$ cat config.mk
export PLATFORM = sky130hd
export DESIGN_NAME = perf_counter_bank
export DESIGN_NICKNAME = d
export VERILOG_FILES = /design/src/rtl/perf_counter_bank.sv
export SDC_FILE = /design/constraint.sdc
export NUM_CORES = 2
export LEC_CHECK = 0
export BUFFER_PORTS_ARGS = -buffer_cell sky130_fd_sc_hd__clkbuf_2
export CAP_MARGIN = 20
export CORE_MARGIN = 5
export CORE_UTILIZATION = 30
export DETAILED_ROUTE_END_ITERATION = 7
export GPL_TIMING_DRIVEN = 0
export PLACE_DENSITY = 0.41
export SETUP_SLACK_MARGIN = 0.02
export SLEW_MARGIN = 30
export SYNTH_ARGS = -nofsm -noshare
export SYNTH_HDL_FRONTEND = slang
export SYNTH_SLANG_ARGS = --single-unit
$ cat constraint.sdc
create_clock -name clk_i -period 7.1 [get_ports clk_i]
set_clock_uncertainty 0.05 [all_clocks]
set_input_delay 1.775 -clock clk_i [delete_from_list [all_inputs] [get_ports clk_i]]
set_output_delay 1.775 -clock clk_i [all_outputs]
set_load 0.01 [all_outputs]
$ cat src/rtl/perf_counter_bank.sv
// rtl/perf_counter_bank.sv - multi-channel performance counter bank with snapshot and read-and-clear
module perf_counter_bank #(
  parameter int NUM_EVENTS = 8,
  parameter int CNT_WIDTH  = 32,
  parameter int EVT_WIDTH  = 2,
  parameter int IDX_WIDTH  = (NUM_EVENTS > 1) ? $clog2(NUM_EVENTS) : 1
) (
  input  logic                            clk_i,
  input  logic                            rst_i,
  input  logic                            en_i,
  input  logic [NUM_EVENTS*EVT_WIDTH-1:0] evt_inc_i,
  input  logic                            mode_sat_i,
  input  logic                            clear_i,
  input  logic                            snap_i,
  input  logic [CNT_WIDTH-1:0]            thresh_i,
  input  logic                            rd_req_i,
  input  logic [IDX_WIDTH-1:0]            rd_idx_i,
  output logic                            rd_valid_o,
  output logic [CNT_WIDTH-1:0]            rd_data_o,
  output logic                            rd_ovf_o,
  output logic [NUM_EVENTS-1:0]           ovf_o,
  output logic [NUM_EVENTS-1:0]           thresh_hit_o
);

  logic [CNT_WIDTH-1:0]  cnt_q  [NUM_EVENTS];
  logic [CNT_WIDTH-1:0]  cnt_d  [NUM_EVENTS];
  logic [CNT_WIDTH-1:0]  snap_q [NUM_EVENTS];
  logic [NUM_EVENTS-1:0] ovf_q, ovf_d;
  logic [NUM_EVENTS-1:0] hit_q, hit_d;
  logic                  rd_valid_q;
  logic [CNT_WIDTH-1:0]  rd_data_q, rd_data_d;
  logic                  rd_ovf_q, rd_ovf_d;

  logic [EVT_WIDTH-1:0]  inc;
  logic [CNT_WIDTH:0]    sum;
  logic                  carry;
  logic [CNT_WIDTH-1:0]  nxt;

  always_comb begin
    cnt_d = cnt_q;
    ovf_d = ovf_q;
    hit_d = '0;
    inc   = '0;
    sum   = '0;
    carry = 1'b0;
    nxt   = '0;
    for (int i = 0; i < NUM_EVENTS; i++) begin
      inc   = evt_inc_i[i*EVT_WIDTH +: EVT_WIDTH];
      sum   = {1'b0, cnt_q[i]} + (CNT_WIDTH+1)'(inc);
      carry = sum[CNT_WIDTH];
      nxt   = (carry && mode_sat_i) ? '1 : sum[CNT_WIDTH-1:0];
      // clear drops the cycle's increments and suppresses any threshold pulse
      if (clear_i) begin
        cnt_d[i] = '0;
        ovf_d[i] = 1'b0;
      end else if (en_i) begin
        cnt_d[i] = nxt;
        if (carry) begin
          ovf_d[i] = 1'b1;
        end
        hit_d[i] = (thresh_i != '0) && (nxt >= thresh_i) &&
                   ((cnt_q[i] < thresh_i) || carry);
      end
    end
  end

  always_comb begin
    rd_data_d = '0;
    rd_ovf_d  = 1'b0;
    for (int j = 0; j < NUM_EVENTS; j++) begin
      if (rd_idx_i == IDX_WIDTH'(j)) begin
        rd_data_d = snap_q[j];
        rd_ovf_d  = ovf_q[j];
      end
    end
  end

  always_ff @(posedge clk_i) begin
    if (rst_i) begin
      for (int i = 0; i < NUM_EVENTS; i++) begin
        cnt_q[i]  <= '0;
        snap_q[i] <= '0;
      end
      ovf_q      <= '0;
      hit_q      <= '0;
      rd_valid_q <= 1'b0;
      rd_data_q  <= '0;
      rd_ovf_q   <= 1'b0;
    end else begin
      cnt_q      <= cnt_d;
      ovf_q      <= ovf_d;
      hit_q      <= hit_d;
      rd_valid_q <= rd_req_i;
      // snapshot takes pre-update counts, so snap+clear acts as read-and-clear
      if (snap_i) begin
        snap_q <= cnt_q;
      end
      if (rd_req_i) begin
        rd_data_q <= rd_data_d;
        rd_ovf_q  <= rd_ovf_d;
      end
    end
  end

  assign rd_valid_o   = rd_valid_q;
  assign rd_data_o    = rd_data_q;
  assign rd_ovf_o     = rd_ovf_q;
  assign ovf_o        = ovf_q;
  assign thresh_hit_o = hit_q;

endmodule

* Word-level counts from Yosys, hierarchy flattened
Index checks and enable logic that the tools add are counted.
Word-level totals: register bits after elaboration 562, output and inout port bits 50, logic and storage cells 128
Cells by class: add/subtract/negate cells 8, order comparisons 16, equal/unequal tests 7, mux-type cells 24, bitwise gates (word level) 1, reductions and logical operators 44
Operators by type and width (count):
- $mux 32 | 16
- $add 32x2->33 | 8
- $ge 32x32->1 | 8
- $lt 32x32->1 | 8
- $reduce_bool 32->1 | 1
- $logic_and 1x1->1 | 24
- $reduce_and 2->1 | 8
- $eq 3x3->1 const B | 4
- $logic_or 1x1->1 | 8
- $mux 1 | 8
- $eq 3x2->1 const B | 2
- $eq 3x1->1 const B | 1
- $logic_not 3->1 | 1
- $reduce_or 3->1 | 1
- $reduce_or 2->1 | 1
- $not 1->1 | 1

* Longest topological paths before layout
word-level depth 9, gate-level depth with buffers 19

* Worst setup path before layout
Ideal clock, no wire load.
path type in2reg, start input evt_inc_i[0], end register hit_q[0] (netlist: thresh_hit_o[0]), setup time 0.122 ns, data arrival time 5.609 ns, required time 6.928 ns, slack 1.319 ns, cell stages on the path 19, path through ha_1 -> fa_1 -> and3_1 -> clkbuf_1 -> nand4_1 -> nor4_2 -> nand2_1 -> clkbuf_1 -> clkbuf_1 -> buf_1 -> nand2_1 -> ha_1 -> a21o_1 -> a221o_1 -> a21oi_1 -> nor3_1 -> a2111oi_0 -> a211oi_1 -> o32a_1
On the way: word-level cells in the longest chain between the ends 6
RTL lines:
- from (decl) | line 11 | input logic [NUM_EVENTS*EVT_WIDTH-1:0] evt_inc_i,
- $add 32x2->33 * | line 49 | sum = {1'b0, cnt_q[i]} + (CNT_WIDTH+1)'(inc);
- $logic_and 1x1->1 | line 51 | nxt = (carry && mode_sat_i) ? '1 : sum[CNT_WIDTH-1:0];
- $mux 32 | line 51
- $ge 32x32->1 | line 61 | hit_d[i] = (thresh_i != '0) && (nxt >= thresh_i) &&
- $logic_and 1x1->1 | line 61
- $logic_and 1x1->1 * | line 61
- to (signal assigned) | line 92 | hit_q <= hit_d;
- to (decl) | line 29 | logic [NUM_EVENTS-1:0] hit_q, hit_d;
Mark *: on every way between the ends. The rest lies on a longest branch, timed or not. A chain may end at the register's enable or synchronous reset.

* Worst setup path after layout
start input evt_inc_i[8], end register hit_q[4] (netlist: thresh_hit_o[4])
The elaborated chain is that of the path after synthesis.

==> results.md <==
- Htree depth: 3
- Clock power share: 50.6%
- Crit end category: flip-flop
- Power per cell area: 180 nW/µm²
- DRT iter0 DRCs: 3724
- Hold path cells: 2
- Wire per inst: 29.8 µm
- Final Util: 34.9%
- Layout cells sized above 1: 8.79%
- Clk Latency, worst-skew pair: 0.68 ns
- Worst EP required: 7.54 ns
- Async SR Flop Fraction: 0%
- Most area-consuming cells after synthesis: dfxtp_1 (28%), ha_1 (16%), mux2i_1 (7.4%)
- P_int: 5.99 mW
- Power Total: 8.38 mW
- Hpwl dp: 158000 µm
- Cell Rows: 134
- First-pass GRT wire length: 286000 µm
- Nature of the critical path startpoint: input port
- Met2 GRT Util: 44.9%
- Pre-CTS setup slack: -0.639 ns
- Worst Path Buf+Inv: 3
- Tmin final: 6.84 ns
- Finished Cell Area: 46600 µm²
- Avg Cell Area, Syn: 8.25 µm²
- Syn Inst Count: 4881
- RSZ-0062 raised after global routing: false
- Sequential cell area fraction in the yosys report: 27.9%
- Clock Pin Slew Worst Setup and Hold Paths: 0.06 ns
- Fmax: 146 MHz
- CTS tree: done
- Switching part of the total power: 28.5%
- Final hold vios: 0
- Relative slew slack: 29.5%
- Drc violations: 0
- Hold path startpoint: rd_data_o[11]
- Die area: 142000 µm²
- Yosys top cell area share: 27.9%
- Final nets: 5680
- Max Root-Sink Buffers: 3
- GRT Resource Usage Total: 28.2%
- Crit path from: evt_inc_i[8]
- Syn. warnings: 0
- Area of the mapped netlist: 40300 µm²
- R2r startpoint: cnt_q[224]
- Die Ht: 376 µm
- Most used cell, CP: and4_1
- Routed vias: 39.5k
- Drt pass-1 iters: 5
- Worst-case vdd ir drop: 0.000156 V
- Largest net degree at the start of global routing: 18
- Clock sink count: 562
- Filler instances: 14.3k
- Outcome: completed
- Sequential share of power: 38.1%
- Type of the worst setup path: input port to flip-flop
- Root Driver: clkbuf_16
- Critical Path AT: 7.28 ns
- CP max stage delay: 0.58 ns
- EDFF count, synth: 0
- Starting density of the core: 30.2%
- Initial antenna violation count: 16
- Critical-path cell list: clkbuf_2 -> ha_1 -> fa_1 -> and3_1 -> and4_1 -> and4_1 -> nand4_1 -> clkbuf_1 -> buf_1 -> nand2_1 -> ha_1 -> and4_1 -> o21ai_0 -> o211ai_1 -> a21oi_1 -> o311ai_1 -> a31oi_1 -> a211oi_1
- Max Cap Viol: 0
- Core area: 133000 µm²
- Fin. max-slew vios: 0
- Combinational share of power: 11.2%
- Final period util: 96.3%
- Delay-heaviest family, CP: compound AO/OA/AOI/OAI gates
- Final WL: 206000 µm
- Post-Syn Nets: 5467
- Ys flop type: dfxtp_1
- Congestion Overflow GR: 0
- Worst Reg2Reg Path Length in Cells: 19
- Vias in the first global route: 36.6k
- Io pins: 108
- Final setup violation count: 0
- Net Switching: 2.39 mW
- Worst Tran Pin Value: 1.06 ns
- #FFs+latches synth: 562
- Largest area contributor in the netlist: dfxtp_1
- Die X: 376 µm
- Slowest library cell on the worst path: a211oi_1
- Placed cell areas: 43900 µm²
- Routed Antenna Nets: 0
- Port bufs: 101
- CTS buffer count: 76
- Worst hold path class: flip-flop to flip-flop
- GRT met1 Usage: 39.3%
- CP Depth: 18
- Most used routing layer: met2
- Gpl congestion: 0.960
- Met3 Usage GRT: 3.69%
- Vias per cell: 5.70
- Leak Pwr: 20.8 nW
- Final Worst Setup Slack: 0.262 ns
- Synth cell types: 84
- Cts hold-fix bufs: 0
- Syn-to-layout area delta: 15.8%
- Worst Path Max Fanout: 10
[layer usage]
metal	part of all wire, %	vias up
li1	-	18286
met1	46	19478
met2	45	1420
met3	6.0	278
met4	3.9	4
met5	0.013	-
[cell usage after synthesis, types with 9 or more instances]
master / instances
dfxtp_1: 562
o21a_1: 56
nor3b_1: 9
mux2i_1: 296
a211o_1: 17
nor2b_1: 29
xnor2_1: 141
o22ai_1: 9
mux4_2: 32
a211oi_1: 54
and3_1: 128
a2111oi_0: 13
nor2_1: 593
nand2b_1: 40
buf_2: 25
buf_1: 41
clkbuf_8: 9
nand4_1: 113
nor4_1: 29
xor2_1: 60
nand3_1: 132
and4_1: 45
inv_1: 78
and2_1: 60
o21ai_0: 320
a31oi_1: 71
clkbuf_1: 218
a21o_1: 62
a21oi_1: 316
nand2_1: 455
a311oi_1: 70
nor3_1: 105
ha_1: 520
o211ai_1: 45
[worst register-to-register path, stage by stage, from the launching register on]
cell       delay (ns)
dfxtp_1          0.48
ha_1             0.27
fa_1             0.24
and3_1           0.17
clkbuf_1         0.26
nand4_1          0.20
nor4_2           0.70
nand2_1          0.15
clkbuf_1         0.33
clkbuf_1         0.40
buf_1            0.32
nand2_1          0.12
ha_1             0.24
a21o_1           0.18
a221o_1          0.34
a21oi_1          0.17
nor3_1           0.08
a2111oi_0        0.73
a211oi_1         0.16
o32a_1           0.41
[per-stage QoR]
stage | hold slack [ns] | TNS [ns] | instances
6_report | 0.422 | 0 | 6923
5_1_grt | 0.437 | 0 | 6920
2_1_floorplan | 0.404 | 0 | 4881
4_1_cts | 0.421 | 0 | 6920
3_3_place_gp | 0.412 | -1.28 | 6750
3_5_place_dp | 0.411 | -1.08 | 6784
[power groups by stage]
stage	sequential [mW]	combinational, mW	clock (mW)
3_3_place_gp	3.27	0.858	0
2_1_floorplan	3.25	0.429	0
6_report	3.20	0.943	4.24
5_1_grt	3.20	0.991	4.42
3_5_place_dp	3.26	0.927	0
4_1_cts	3.20	0.929	4.30
[state kept, by name, summed over array words and instances (netlist names)]
| name | count |
|---|---|
| rd_data_o | 32 |
| ovf_o | 8 |
| snap_q | 256 |
| rd_ovf_o | 1 |
| thresh_hit_o | 8 |
| rd_valid_o | 1 |
| cnt_q | 256 |
[worst paths after layout]
path / slack (ns) / to
min reg2reg: 0.42 / rd_data_o[11]
max: 0.26 / thresh_hit_o[4]
min: 0.42 / rd_data_o[11]
max reg2reg: 0.98 / thresh_hit_o[0]
[repair_timing]
item,CTS,global route
setup endpoints to repair,0,1
setup buffers,0,0
hold endpoints to repair,0,0
resized for setup,0,1
[kinds of logic after synthesis]
kind of cell	synth area share (%)
buf+inv	3.88
xor+xnor	4.37
flops	27.9
fa+ha+maj	16.6
simple gates	21.2
mux	9.18
compound gates	16.9
[placed cells by master (no fill, tap or decap), types with 45 or more instances in the layout]
master / n
nor2_1: 591
dfxtp_1: 562
ha_1: 520
nand2_1: 455
o21ai_0: 320
a21oi_1: 316
mux2i_1: 296
clkbuf_1: 185
clkbuf_2: 149
xnor2_1: 141
nand3_1: 132
and3_1: 128
nand4_1: 113
nor3_1: 104
clkbuf_16: 78
a31oi_1: 71
a311oi_1: 70
a21o_1: 62
and2_1: 60
xor2_1: 60
o21a_1: 56
a211oi_1: 54
inv_1: 47
and4_1: 45
o211ai_1: 45
[cell type report]
cell class	count	area (µm²)	share of cell area [%]
Multi-Input combinational cell	3942	27500	59.0
Tap cell	1768	2210	4.75
Sequential cell	562	11300	24.1
Buffer	298	1330	2.84
Clock inverter	28	429	0.921
Clock buffer	108	2230	4.80
Antenna cell	3	7.51	0.0161
Timing Repair Buffer	135	1330	2.86
Inverter	79	332	0.711
(Power assumes the default switching activity.)
